<file path="src/rtl/uart_pkg.sv">
// Shared UART definitions: data width, default baud divider and receiver states.
// The default divider is shared with the transmitter so both ends agree on baud.
package uart_pkg;

    localparam int UART_DATA_BITS    = 8;
    localparam int UART_CLKS_PER_BIT = 87;

    typedef enum logic [2:0] {
        IDLE   = 3'd0,
        START  = 3'd1,
        DATA   = 3'd2,
        PARITY = 3'd3,
        STOP   = 3'd4,
        BREAK  = 3'd5
    } rx_state_t;

endpackage

</file>
<file path="src/rtl/sync_ff.sv">
// N-stage synchronizer for asynchronous inputs; presets to 1 on reset so an
// idle-high line does not look like activity when reset is released.
module sync_ff #(
    parameter int STAGES = 2
) (
    input  logic clk,
    input  logic rst_n,
    input  logic d,
    output logic q
);

    logic [STAGES-1:0] chain;

    always_ff @(posedge clk) begin
        if (!rst_n) begin
            chain <= '1;
        end else begin
            chain <= {chain[STAGES-2:0], d};
        end
    end

    assign q = chain[STAGES-1];

endmodule

</file>
<file path="src/rtl/uart_rx_sampler.sv">
// UART receiver, 8N1 LSB first with mid-bit sampling; defining UART_RX_PARITY_EN
// switches to 8E1 and adds the o_Parity_err output.
module uart_rx_sampler
    import uart_pkg::*;
#(
    parameter int CLKS_PER_BIT = UART_CLKS_PER_BIT,
    parameter int SYNC_STAGES  = 2
) (
    input  logic       clk,
    input  logic       rst_n,
    input  logic       i_Rx_serial,
    output logic       o_Rx_dv,
    output logic [7:0] o_Rx_byte,
    output logic       o_Frame_err,
`ifdef UART_RX_PARITY_EN
    output logic       o_Parity_err,
`endif
    output logic       o_Rx_busy
);

    localparam int CNT_W = $clog2(CLKS_PER_BIT);
    localparam logic [CNT_W-1:0] HALF_BIT = CNT_W'((CLKS_PER_BIT - 1) / 2);
    localparam logic [CNT_W-1:0] BIT_END  = CNT_W'(CLKS_PER_BIT - 1);
    localparam logic [2:0]       LAST_BIT = 3'(UART_DATA_BITS - 1);

    localparam logic [2:0] S_IDLE   = IDLE;
    localparam logic [2:0] S_START  = START;
    localparam logic [2:0] S_DATA   = DATA;
`ifdef UART_RX_PARITY_EN
    localparam logic [2:0] S_PARITY = PARITY;
`endif
    localparam logic [2:0] S_STOP   = STOP;
    localparam logic [2:0] S_BREAK  = BREAK;

    logic                      rx_s;
    logic [2:0]                state;
    logic [CNT_W-1:0]          clk_cnt;
    logic [2:0]                bit_idx;
    logic [UART_DATA_BITS-1:0] shift_reg;
`ifdef UART_RX_PARITY_EN
    logic                      parity_bad;
`endif

    sync_ff #(
        .STAGES(SYNC_STAGES)
    ) u_sync (
        .clk  (clk),
        .rst_n(rst_n),
        .d    (i_Rx_serial),
        .q    (rx_s)
    );

    // Returning to IDLE at the stop-bit mid-sample leaves half a bit of slack
    // for the next start edge, which is what makes back-to-back frames work.
    always_ff @(posedge clk) begin
        if (!rst_n) begin
            state       <= S_IDLE;
            clk_cnt     <= '0;
            bit_idx     <= '0;
            shift_reg   <= '0;
            o_Rx_dv     <= 1'b0;
            o_Rx_byte   <= 8'h00;
            o_Frame_err <= 1'b0;
`ifdef UART_RX_PARITY_EN
            parity_bad   <= 1'b0;
            o_Parity_err <= 1'b0;
`endif
        end else begin
            o_Rx_dv     <= 1'b0;
            o_Frame_err <= 1'b0;
`ifdef UART_RX_PARITY_EN
            o_Parity_err <= 1'b0;
`endif
            case (state)
                S_IDLE: begin
                    clk_cnt <= '0;
                    bit_idx <= '0;
                    if (!rx_s) begin
                        state <= S_START;
                    end
                end
                S_START: begin
                    if (clk_cnt == HALF_BIT) begin
                        clk_cnt <= '0;
                        bit_idx <= '0;
                        state   <= rx_s ? S_IDLE : S_DATA;
                    end else begin
                        clk_cnt <= clk_cnt + CNT_W'(1);
                    end
                end
                S_DATA: begin
                    if (clk_cnt == BIT_END) begin
                        clk_cnt            <= '0;
                        shift_reg[bit_idx] <= rx_s;
                        if (bit_idx == LAST_BIT) begin
`ifdef UART_RX_PARITY_EN
                            state <= S_PARITY;
`else
                            state <= S_STOP;
`endif
                        end else begin
                            bit_idx <= bit_idx + 3'd1;
                        end
                    end else begin
                        clk_cnt <= clk_cnt + CNT_W'(1);
                    end
                end
`ifdef UART_RX_PARITY_EN
                S_PARITY: begin
                    if (clk_cnt == BIT_END) begin
                        clk_cnt    <= '0;
                        parity_bad <= rx_s ^ (^shift_reg);
                        state      <= S_STOP;
                    end else begin
                        clk_cnt <= clk_cnt + CNT_W'(1);
                    end
                end
`endif
                S_STOP: begin
                    if (clk_cnt == BIT_END) begin
                        clk_cnt <= '0;
                        if (!rx_s) begin
                            o_Frame_err <= 1'b1;
                            state       <= S_BREAK;
`ifdef UART_RX_PARITY_EN
                        end else if (parity_bad) begin
                            o_Parity_err <= 1'b1;
                            state        <= S_IDLE;
`endif
                        end else begin
                            o_Rx_byte <= shift_reg;
                            o_Rx_dv   <= 1'b1;
                            state     <= S_IDLE;
                        end
                    end else begin
                        clk_cnt <= clk_cnt + CNT_W'(1);
                    end
                end
                // A line held low after a bad stop bit is a break, not new frames.
                S_BREAK: begin
                    clk_cnt <= '0;
                    if (rx_s) begin
                        state <= S_IDLE;
                    end
                end
                default: begin
                    clk_cnt <= '0;
                    state   <= S_IDLE;
                end
            endcase
        end
    end

    assign o_Rx_busy = (state != S_IDLE);

endmodule

</file>
<file path="config.mk">
export PLATFORM = sky130hd
export DESIGN_NAME = uart_rx_sampler
export DESIGN_NICKNAME = d
export VERILOG_FILES = /design/src/rtl/uart_pkg.sv /design/src/rtl/sync_ff.sv /design/src/rtl/uart_rx_sampler.sv
export SDC_FILE = /design/constraint.sdc
export NUM_CORES = 1
export LEC_CHECK = 0
export CELL_PAD_IN_SITES_DETAIL_PLACEMENT = 0
export CELL_PAD_IN_SITES_GLOBAL_PLACEMENT = 2
export CORE_ASPECT_RATIO = 1.4
export CORE_MARGIN = 10
export CORE_UTILIZATION = 31
export DETAILED_ROUTE_END_ITERATION = 10
export PLACE_DENSITY_LB_ADDON = 0.25
export SKIP_LAST_GASP = 1
export SYNTH_ARGS = -nofsm -noshare
export SYNTH_HDL_FRONTEND = slang
export SYNTH_SLANG_ARGS = --single-unit
</file>
<file path="constraint.sdc">
create_clock -name clk -period 1.79 [get_ports clk]
set_input_delay 0.2685 -clock clk [delete_from_list [all_inputs] [get_ports clk]]
set_output_delay 0.2685 -clock clk [all_outputs]
set_load 0.01 [all_outputs]
</file>
# --- After elaboration in Yosys (flattened, before gate mapping) ---
# Cells that the tools add are included.
totals:
  register_bits: 33
  input_bits: 3
  word_cells: 57
classes:
  n_addsub: 2
  order_cmp: 2
  n_eq_ne: 14
  mux: 21
  n_reduce_logical: 10
ops:
  columns: ["op", "count"]
  rows:
  - ["two-way mux 3 bit", 10]
  - ["case mux 3 bit (5 select lines)", 1]
  - ["two-way mux 7 bit", 2]
  - ["case mux 7 bit (2 select lines)", 1]
  - ["inequality test 2 bit (second input constant)", 6]
  - ["equality test 3 bit (second input constant)", 3]
  - ["case mux 3 bit (3 select lines)", 1]
  - ["bitwise mux 8 bit", 1]
  - ["adder 7 x 1 -> 7 bit (second input constant)", 1]
  - ["equality test 7 x 6 -> 1 bit (second input constant)", 1]
  - ["equality test 7 bit (second input constant)", 1]
  - ["AND reduction 3 bit", 2]
  - ["AND reduction 6 bit", 1]
  - ["nonzero test 3 bit", 2]
  - ["< comparator 3 x 4 -> 1 bit (second input constant)", 1]
  - ["AND reduction 4 bit", 1]
  - ["adder 3 x 1 -> 3 bit (second input constant)", 1]
  - ["demux 1 bit (select 3 bit)", 1]
  - ["equality test 3 x 1 -> 1 bit (second input constant)", 1]
  - ["equality test 3 x 2 -> 1 bit (second input constant)", 1]
  - [">= comparator 3 x 1 -> 1 bit (second input constant)", 1]
  - ["logical NOT 3 bit", 1]
  - ["two-way mux 1 bit", 3]
  - ["two-way mux 2 bit", 1]
  - ["4 further kinds", 4]

# --- Logic depth before layout (Yosys ltp) ---
# Gate-level depths: netlist of run 1.
logic_depth:
  depth_word: 5
  depth_mapped: 6

# --- Hierarchy ---
# Synthesis of run 1 repeated with hierarchy kept, for this count alone.
hier_totals:
  cells_unflattened: 159
  hier_area_um2: 1516.5
by_module_without_submodules:
  columns: ["mod", "instances", "cells_each", "area_each_um2"]
  rows:
  - ["uart_rx_sampler", 1, 155, 1463.9]
  - ["sync_ff", 1, 4, 52.6]

# --- Worst setup path before layout of run 1 ---
# OpenSTA, ideal clock, no wires.
synth_path:
  path_type: "register to register"
  start: "register bit_idx[0]"
  end: "register bit_idx[0]"
  setup_ns: 0.070
  arrival_ns: 1.668
  required_time_ns: 1.720
  setup_slack_ns: 0.052
  stages_incl_launch_ff: 7
  path_buffers: 0
  path_cell_list: "dfxtp_1 > ha_1 > ha_1 > or4b_1 > nor4_1 > o21ai_0 > a21oi_1"
synth_via:
  elab_chain_len: 4
  elab_cells_between_ends: 7
  cone_classes: "1 x add/sub; 2 x eq/ne; 3 x mux; 1 x reduce/logical"
synth_lines:
  columns: ["element", "line", "rtl"]
  rows:
  - ["from (decl)", "uart_rx_sampler.sv:38", "logic [2:0] bit_idx;"]
  - ["from (signal assigned)", "uart_rx_sampler.sv:102", "bit_idx <= bit_idx + 3'd1;"]
  - ["adder 3 x 1 -> 3 bit", "uart_rx_sampler.sv:102", null]
  - ["two-way mux 3 bit", "uart_rx_sampler.sv:95", "if (bit_idx == LAST_BIT) begin"]
  - ["two-way mux 3 bit", "uart_rx_sampler.sv:92", "if (clk_cnt == BIT_END) begin"]
  - ["case mux 3 bit (3 select lines)", "uart_rx_sampler.sv:74", "case (state)"]
# Parallel ways exist; a longest one is shown, timed or not. The select of a mux whose other input is x is not followed.
# A chain may end at the register's enable or synchronous reset.

# --- Worst setup path after layout of run 1 ---
layout_path:
  start: "register state[1]"
  end: "output o_Rx_busy"
layout_via:
  elab_chain_len: 1
layout_lines:
  columns: ["element", "line", "rtl"]
  rows:
  - ["from (decl)", "uart_rx_sampler.sv:36", "logic [2:0] state;"]
  - ["from (signal assigned)", "uart_rx_sampler.sv:86", "state <= rx_s ? S_IDLE : S_DATA;"]
  - ["nonzero test 3 bit", "uart_rx_sampler.sv:154", "assign o_Rx_busy = (state != S_IDLE);"]
  - ["to (decl)", "uart_rx_sampler.sv:18", "output logic o_Rx_busy"]
# Every way passes these cells.

==> results of run 1 <==
critical path, cell delays in order (launching register included):
cell and delay, ns:
dfxtp_1 0.48, nor2_2 0.10, nand2_1 0.08, clkdlybuf4s50_1 0.53
synthesized netlist by cell type (2+ instances only):
cell type	number
a211oi_1	2
a21oi_1	4
clkbuf_1	6
dfxtp_1	33
ha_1	4
inv_1	3
mux2i_1	16
nand2_1	24
nand2b_1	5
nand3_1	6
nand4_1	3
nand4b_1	2
nand4bb_1	2
nor2_1	16
nor2b_1	2
nor3_1	3
nor4_1	4
o21ai_0	2
xnor2_1	3
xor2_1	2
kinds of logic after synthesis:
family	count (synthesis)
mux	16
fa+ha+maj	4
simple gates	76
buf+inv	10
xor+xnor	5
flops	33
compound gates	17
layer usage:
| layer | wire length (um) | GRT usage, % | vias up | part of all wire [%] |
|---|---|---|---|---|
| met5 | 0 | 0 | - | 0 |
| met4 | 66 | 5.39 | 0 | 1.8 |
| met3 | 156 | 3.16 | 6 | 4.2 |
| met2 | 2040 | 17.7 | 26 | 55 |
| met1 | 1420 | 9.13 | 591 | 39 |
| li1 | - | - | 626 | - |
through the flow:
stage / instance area (um2) / worst slack [ns] / instances / total power (uW)
finish: 1950 / 0.0526 / 252 / 1330
global route: 1950 / -0.0343 / 252 / 1380
CTS: 1870 / 0.000245 / 250 / 1350
detailed placement: 1780 / -0.0171 / 241 / 804
global placement: 1780 / -0.000515 / 241 / 803
floorplan: 1510 / 0.0525 / 161 / 787
final cells by class:
class / instances / area, um2
sequential: 33 / 667
timing repair buffer: 28 / 246
tap: 62 / 77.6
clock inverter: 2 / 10.0
clock buffer: 6 / 72.6
fill: 478 / 2660
multi-input combinational: 118 / 866
inverter: 3 / 11.3
worst min-delay path by stage:
stage / slack (ns) / from / to / cells after the start
after floorplan: 0.37 / i_Rx_serial / u_sync.chain[0] / 1
after global placement: 0.39 / u_sync.chain[0] / u_sync.chain[1] / 1
after detailed placement: 0.40 / u_sync.chain[0] / u_sync.chain[1] / 1
after CTS: 0.41 / u_sync.chain[0] / u_sync.chain[1] / 1
after global routing: 0.44 / u_sync.chain[0] / u_sync.chain[1] / 1
final: 0.41 / u_sync.chain[0] / u_sync.chain[1] / 1
power by group through the flow:
stage                     Combinational [uW]  Sequential, uW  Clock (uW)
after floorplan                         30.7             756           0
after global placement                  44.0             759           0
after detailed placement                45.3             759           0
after CTS                               45.0             742         559
after global routing                    54.6             741         583
final                                   48.1             741         540
timing repair:
item / in CTS / in global routing
buffers inserted: 1 / 2
endpoints found under the setup margin: 8 / 12
gates resized for setup: 2 / 15
hold buffers: 0 / 0
pin swaps: 1 / 4
==> results.yml, run 1 <==
run_status:
  status: "complete, no violations"
timing:
  tightest_slew_ns: 0.453
  finalCritPeriodShare_pct: 97.1
  max_slew_margin_pct: 69.6
  max_freq_mhz: 576
  final-hold-violation-count: 0
  tns_ns: 0
  maxSlewViolCount: 0
  hold_slack_ns: 0.407
  fin_skew_ns: 0.00701
  setup_viol: 0
  period_minus_slack_ns: 1.74
  rsz0062_at_grt: "true"
yosys:
  muxShareOfSynthArea_pct: 10.6
  synthArstFlopShare_pct: 0
  ys.flop_type: "dfxtp_1"
  synth_top_family_by_area: "simple AND/OR/NAND/NOR gates"
  synth-simple-area-share_pct: 27.3
  ys_seq_elements: 33
  yosys_warnings: 0
  synth_area_um2: 1510
  avgSynthCellArea_um2: 9.35
  synthXorXnorAreaFrac_pct: 2.91
  synth_compound_area_share_pct: 9.31
  synth.distinct_cells: 39
  yosysSeqAreaShare_pct: 43.9
  post-synth-top-area-fraction_pct: 43.9
  synth_top_area_cell: "dfxtp_1"
  synth_fa_ha_area_share_pct: 3.33
  synth.area.top_cells: "dfxtp_1 (44%), mux2i_1 (11%), nand2_1 (6.0%)"
  syn_nets: 168
  synth_edf_count: 0
  syn_inst: 161
hold_path:
  hold_path.class: "flip-flop to flip-flop"
global_routing:
  first_global_vias: 1308
  grt_pass1_wl_mm: 6.13
  grt_max_degree: 25
  grt_antenna_before_repair: 0
  overflow: 0
  grt.total_usage_pct: 9.59
critical_path:
  crit_type: "flip-flop to primary output"
  crit_path_end_kind: "primary output"
  crit_required_ns: 1.52
  worst-endpoint-arrival_ns: 1.47
  crit_path_start: "state[1]"
  timing.rr.end: "bit_idx[1]"
  cp-start-kind: "flip-flop"
  critical_path.endpoint: "o_Rx_busy"
  timing.rr.start: "clk_cnt[1]"
  r2r_cells: 5
  reg2reg_slack_ns: 0.06
  cp_max_fo: 7
detailed_routing:
  drt_wl_total_mm: 3.69
  wl_per_cell_um: 14.6
  drt_pass1_iterations: 5
  ant_nets: 0
  via_per_inst: 4.96
  vias: 1249
  drt_iter0_markers: 68
  drcViolationCount: 0
power:
  switching_share_pct: 22.9
  seqPwrFrac_pct: 55.8
  power.switching_uw: 305
  power.leakage_uw: 0.000777
  power_frac_comb_pct: 3.6
  power_density_nw_per_um2: 682
  internal-power_uw: 1020
  p_clk_share_pct: 40.6
  peakVddDrop_uv: 336
job:
  drv_cap: 0
cts:
  clock_latency_ns: 0.28
  cts_tree: "yes"
  htree_levels: 2
  cts.sink_count: 33
  clk_pin_slew_ns: 0.07
  cts_root_buf: "clkbuf_8"
  numCtsBuffers: 5
  clockBufferDepth: 2
final_layout:
  final_common_cell: "dfxtp_1"
  layout-area-overhead-vs-synth_pct: 29.6
  drive_gt1_share_pct: 21.1
  final_util_pct: 42.3
  layout_common_cells: "dfxtp_1 (30), nand2_1 (24), mux2i_1 (16)"
  antennaDiodeCount: 0
  nets: 196
placement:
  gp_congestion: 0.797
  detailed_place_hpwl_mm: 2.70
  portBuffers: 13
floorplan:
  initial_core_util_pct: 32.7
  die_x_um: 78.9
  rows: 29
  die_h_um: 102
  ios: 14
  fp.coreArea_um2: 4610
  die_area_um2: 8080
Power figures use the tool's default switching activity.
==> run 2: changes to the inputs <==
Settings changed: HOLD_SLACK_MARGIN set to 0.05, SKIP_LAST_GASP 1 to unset, SLEW_MARGIN set to 20.
==> results.yml, run 2 (synthesized netlist as in run 1, its figures left out) <==
floorplan:
  die_h_um: 102
  fp.coreArea_um2: 4610
  die_area_um2: 8080
  rows: 29
  ios: 14
  initial_core_util_pct: 32.7
  die_x_um: 78.9
detailed_routing:
  drt_wl_total_mm: 3.70
  top_layer_used: "met4"
  m1WireLength_mm: 1.41
  drt_iter0_markers: 67
  wl_met2_mm: 2.03
  via_per_inst: 4.96
  wl_per_cell_um: 14.7
  route.met3.wl_um: 158
  drt_pass1_iterations: 4
  ant_nets: 0
  drcViolationCount: 0
  vias: 1249
critical_path:
  timing.rr.end: "bit_idx[1]"
  crit_path_start: "state[1]"
  cp_max_fo: 7
  cp-start-kind: "flip-flop"
  r2r_cells: 5
  reg2reg_slack_ns: 0.06
  worst-endpoint-arrival_ns: 1.47
  crit_path_end_kind: "primary output"
  crit_required_ns: 1.52
  crit_type: "flip-flop to primary output"
  timing.rr.start: "clk_cnt[1]"
  critical_path.endpoint: "o_Rx_busy"
run_status:
  status: "complete, no violations"
final_layout:
  nets: 196
  layout_common_cells: "dfxtp_1 (30), nand2_1 (24), mux2i_1 (16)"
  final_common_cell: "dfxtp_1"
  fin_area_um2: 1950
  multiInputGateArea_um2: 866
  antennaDiodeCount: 0
  seqCellArea_um2: 667
  num-fill-cells: 478
  layout-area-overhead-vs-synth_pct: 29.6
  fin_cells: 252
  drive_gt1_share_pct: 21.1
power:
  power_density_nw_per_um2: 683
  p_clk_share_pct: 40.7
  internal-power_uw: 1020
  fin_total_pwr_uw: 1330
  switching_share_pct: 23.0
  peakVddDrop_uv: 337
  power_frac_comb_pct: 3.6
  power.switching_uw: 307
  power.leakage_uw: 0.000777
  seqPwrFrac_pct: 55.7
global_routing:
  grt_antenna_before_repair: 0
  first_global_vias: 1308
  grt_max_degree: 25
  overflow: 0
  grt.total_usage_pct: 9.59
  grt_pass1_wl_mm: 6.13
timing:
  tightest_slew_ns: 0.456
  rsz0062_at_grt: "true"
  period_minus_slack_ns: 1.74
  tns_ns: 0
  max_slew_margin_pct: 69.3
  fin_skew_ns: 0.00693
  maxSlewViolCount: 0
  setup_viol: 0
  max_freq_mhz: 576
  finalCritPeriodShare_pct: 97.0
  final-hold-violation-count: 0
cts:
  cts_tree: "yes"
  clockBufferDepth: 2
  htree_levels: 2
  clk_pin_slew_ns: 0.07
  cts.sink_count: 33
  cts_root_buf: "clkbuf_8"
  numCtsBuffers: 5
  clock_latency_ns: 0.29
  ctsHoldBuffers: 0
placement:
  dpl-instance-area_um2: 1780
  detailed_place_hpwl_mm: 2.70
  portBuffers: 13
  dp.cells: 241
  gp_congestion: 0.797
hold_path:
  hold_start: "u_sync.chain[0]"
  hold_path.class: "flip-flop to flip-flop"
job:
  drv_cap: 0
[run 2: cell counts in the layout (fill, tap and decap cells not counted)]
No cell type changed its count.
[run 2: power groups by stage]
stage / Sequential, uW / Combinational, uW / Clock, uW
after floorplan: 756 / 30.7 / 0
after CTS: 742 / 45.0 / 559
after global routing: 741 / 54.6 / 583
after global placement: 759 / 44.0 / 0
after detailed placement: 759 / 45.3 / 0
final: 742 / 48.1 / 542
[run 2: final cells by class]
| cell class | count | area share, % |
|---|---|---|
| clock buffers | 6 | 3.72 |
| clock inverters | 2 | 0.513 |
| inverters | 3 | 0.577 |
| multi-input cells | 118 | 44.4 |
| flip-flops and latches | 33 | 34.2 |
| well taps | 62 | 3.98 |
| repair buffers | 28 | 12.6 |
[run 2: worst min path at each step]
| stage | to | slack (ns) | depth (start not counted) |
|---|---|---|---|
| floorplan | u_sync.chain[0] | 0.37 | 1 |
| global placement | u_sync.chain[1] | 0.39 | 1 |
| detailed placement | u_sync.chain[1] | 0.40 | 1 |
| CTS | u_sync.chain[1] | 0.41 | 1 |
| global route | u_sync.chain[1] | 0.44 | 1 |
| finish | u_sync.chain[1] | 0.41 | 1 |
[run 2: timing repair]
item | 4_1_cts | 5_1_grt
resized for setup | 2 | 15
buffers inserted | 1 | 2
endpoints found under the setup margin | 8 | 12
pin swaps | 1 | 4
[run 2: through the flow]
step	util [%]	hold WS [ns]	worst slack, ns
floorplan	-	0.370	0.0525
global placement	38.5	0.393	-0.000515
detailed placement	38.5	0.396	-0.0171
CTS	40.5	0.413	0.000245
global route	42.3	0.436	-0.0343
finish	42.3	0.407	0.0528
[run 2: layer usage]
layer / GRT usage (%) / vias up
met3: 3.16 / 9
met4: 5.39 / 0
met5: 0 / -
met1: 9.13 / 594
li1: - / 625
met2: 17.7 / 21
[run 2: critical path, stage by stage (launching register included)]
cell and delay, ns:
dfxtp_1 0.48, nor2_2 0.10, nand2_1 0.08, clkdlybuf4s50_1 0.53
==> run 3: changes to the inputs <==
Settings changed: ABC_AREA set to 1, CORE_UTILIZATION 31 to 30, PLACE_DENSITY_LB_ADDON 0.25 to 0.1.
==> results.yml, run 3 <==
global_routing:
  grt_max_degree: 18
  grt_pass1_wl_mm: 6.34
  first_global_vias: 1368
  overflow: 0
  grt_antenna_before_repair: 0
  grt.total_usage_pct: 9.24
yosys:
  synth_edf_count: 0
  avgSynthCellArea_um2: 7.98
  syn_nets: 209
  synth.area.top_cells: "dfxtp_1 (41%), nand2_1 (7.7%), nor2_1 (5.6%)"
  ys_seq_elements: 33
  yosysSeqAreaShare_pct: 41.0
  syn_inst: 202
  yosys_warnings: 0
  post-synth-top-area-fraction_pct: 41.0
  synth_area_um2: 1610
  ys.flop_type: "dfxtp_1"
  synthTopCellsByCount: "dfxtp_1 (33), nand2_1 (33), nor2_1 (24)"
  synth_top_area_cell: "dfxtp_1"
  synth.distinct_cells: 34
  synthArstFlopShare_pct: 0
cts:
  ctsHoldBuffers: 0
  numCtsBuffers: 5
  cts_tree: "yes"
  clock_latency_ns: 0.28
  cts_setup_buffers: 0
  clockBufferDepth: 2
  clk_pin_slew_ns: 0.07
  cts.sink_count: 33
  htree_levels: 2
  cts_root_buf: "clkbuf_8"
hold_path:
  hold_start: "u_sync.chain[0]"
  min_to: "u_sync.chain[1]"
  hold_path.class: "flip-flop to flip-flop"
  min_path_cells: 1
placement:
  dp.cells: 281
  detailed_place_hpwl_mm: 2.88
  gp_congestion: 0.794
  portBuffers: 13
final_layout:
  drive_gt1_share_pct: 17.0
  layout_common_cells: "nand2_1 (33), dfxtp_1 (30), nor2_1 (24)"
  antennaDiodeCount: 0
  final_common_cell: "nand2_1"
  fin_cells: 289
  layout-area-overhead-vs-synth_pct: 18.4
  nets: 229
timing:
  period_minus_slack_ns: 1.70
  final-hold-violation-count: 0
  finalCritPeriodShare_pct: 95.1
  max_slew_margin_pct: 75.1
  max_freq_mhz: 587
  tightest_slew_ns: 0.370
  rsz0062_at_grt: "false"
  setup_viol: 0
  tns_ns: 0
  maxSlewViolCount: 0
  fin_skew_ns: 0.00723
job:
  drv_cap: 0
critical_path:
  reg2reg_slack_ns: 0.24
  crit_path_end_kind: "primary output"
  crit_type: "flip-flop to primary output"
  r2r_cells: 9
  cp-start-kind: "flip-flop"
  cp_max_fo: 7
  timing.rr.end: "bit_idx[1]"
  timing.rr.start: "bit_idx[1]"
  worst-endpoint-arrival_ns: 1.43
  crit_required_ns: 1.52
power:
  power.leakage_uw: 0.000741
  power.switching_uw: 974
  peakVddDrop_uv: 510
  internal-power_uw: 1420
  power_frac_comb_pct: 40.1
  seqPwrFrac_pct: 37.6
  power_density_nw_per_um2: 1250
  p_clk_share_pct: 22.3
  switching_share_pct: 40.7
detailed_routing:
  via_per_inst: 4.56
  wl_per_cell_um: 12.5
  drt_pass1_iterations: 5
  drt_wl_total_mm: 3.61
  vias: 1318
  drt_iter0_markers: 95
  ant_nets: 0
  drcViolationCount: 0
floorplan:
  die_h_um: 107
  rows: 31
  die_area_um2: 8750
  fp.coreArea_um2: 5200
  initial_core_util_pct: 31.0
  ios: 14
  die_x_um: 82.0
run_status:
  status: "complete, no violations"
==> run 3: changes by cell type in the layout (fill, tap and decap cells not counted), sizes merged, moves of 4 or more <==
| cell | change |
|---|---|
| nand2 | +16 |
| a21oi | +13 |
| mux2i | -16 |
| o21ai | +6 |
| nand4 | +5 |
| nor2 | +12 |
| nand2b | -5 |
| inv | +18 |
| buf | -9 |
| nand3 | +11 |
| nor4 | -4 |
==> run 3: power by group through the flow <==
| stage | registers, uW | logic (uW) | clock network [uW] |
|---|---|---|---|
| after floorplan | 891 | 747 | 0 |
| after global placement | 905 | 969 | 0 |
| after detailed placement | 905 | 977 | 0 |
| after CTS | 891 | 981 | 564 |
| after global routing | 912 | 1100 | 601 |
| final | 898 | 960 | 533 |
==> run 3: cell type report <==
cell class                      instances  area (um2)
Tap cell                               66        82.6
Multi-Input combinational cell        140         818
Inverter                               23        86.3
Clock inverter                          2        10.0
Timing Repair Buffer                   19         175
Fill cell                             567        3290
Sequential cell                        33         664
Clock buffer                            6        72.6
==> run 3: cells by family after synthesis <==
logic type	after synthesis	share of synthesized area (%)
buffers and inverters	29	8.30
flip-flops	33	41.0
XOR/XNOR	5	2.72
AO/OA/AOI/OAI	29	10.8
AND/OR/NAND/NOR	102	34.1
adder cells (fa/ha/maj)	4	3.10
==> run 3: critical path, cell delays in order, from the launching register on <==
cell and delay (ns):
dfxtp_2 0.43, nor2_1 0.08, nand2_1 0.09, clkdlybuf4s50_1 0.55
==> run 3: worst max path at each step <==
stage | start | end | slack, ns | cells past startpoint
after floorplan | bit_idx[1] | bit_idx[1] | 0.38 | 9
after CTS | state[0] | o_Rx_busy | 0.01 | 3
after global routing | state[2] | o_Rx_busy | 0.02 | 3
after global placement | bit_idx[1] | bit_idx[1] | 0.22 | 9
final | state[2] | o_Rx_busy | 0.09 | 3
after detailed placement | bit_idx[1] | bit_idx[1] | 0.21 | 9
==> run 3: per-layer routing <==
metal  vias to the layer above  global-route usage [%]  wire, um
met4                         0                    3.90        85
met1                       598                    9.50      1380
met3                         8                    3.26       145
met5                         -                       0         0
li1                        697                       -         -
met2                        15                    16.2      1990
==> run 3: what timing repair did <==
| action | 4_1_cts | 5_1_grt |
|---|---|---|
| resized for setup | 1 | 2 |
| setup endpoints to repair | 1 | 1 |
| endpoints found under the hold margin | 0 | 0 |
==> run 3: per-stage QoR <==
step                hold slack, ns  total power, uW  util, %  worst slack [ns]  instance area [um2]
finish                       0.419             2390     36.7            0.0874                 1910
global placement             0.401             1870     35.1             0.218                 1820
global route                 0.438             2620     36.7            0.0244                 1910
CTS                          0.426             2440     36.7            0.0134                 1910
detailed placement           0.409             1880     35.1             0.212                 1820
floorplan                    0.375             1640        -             0.377                 1610
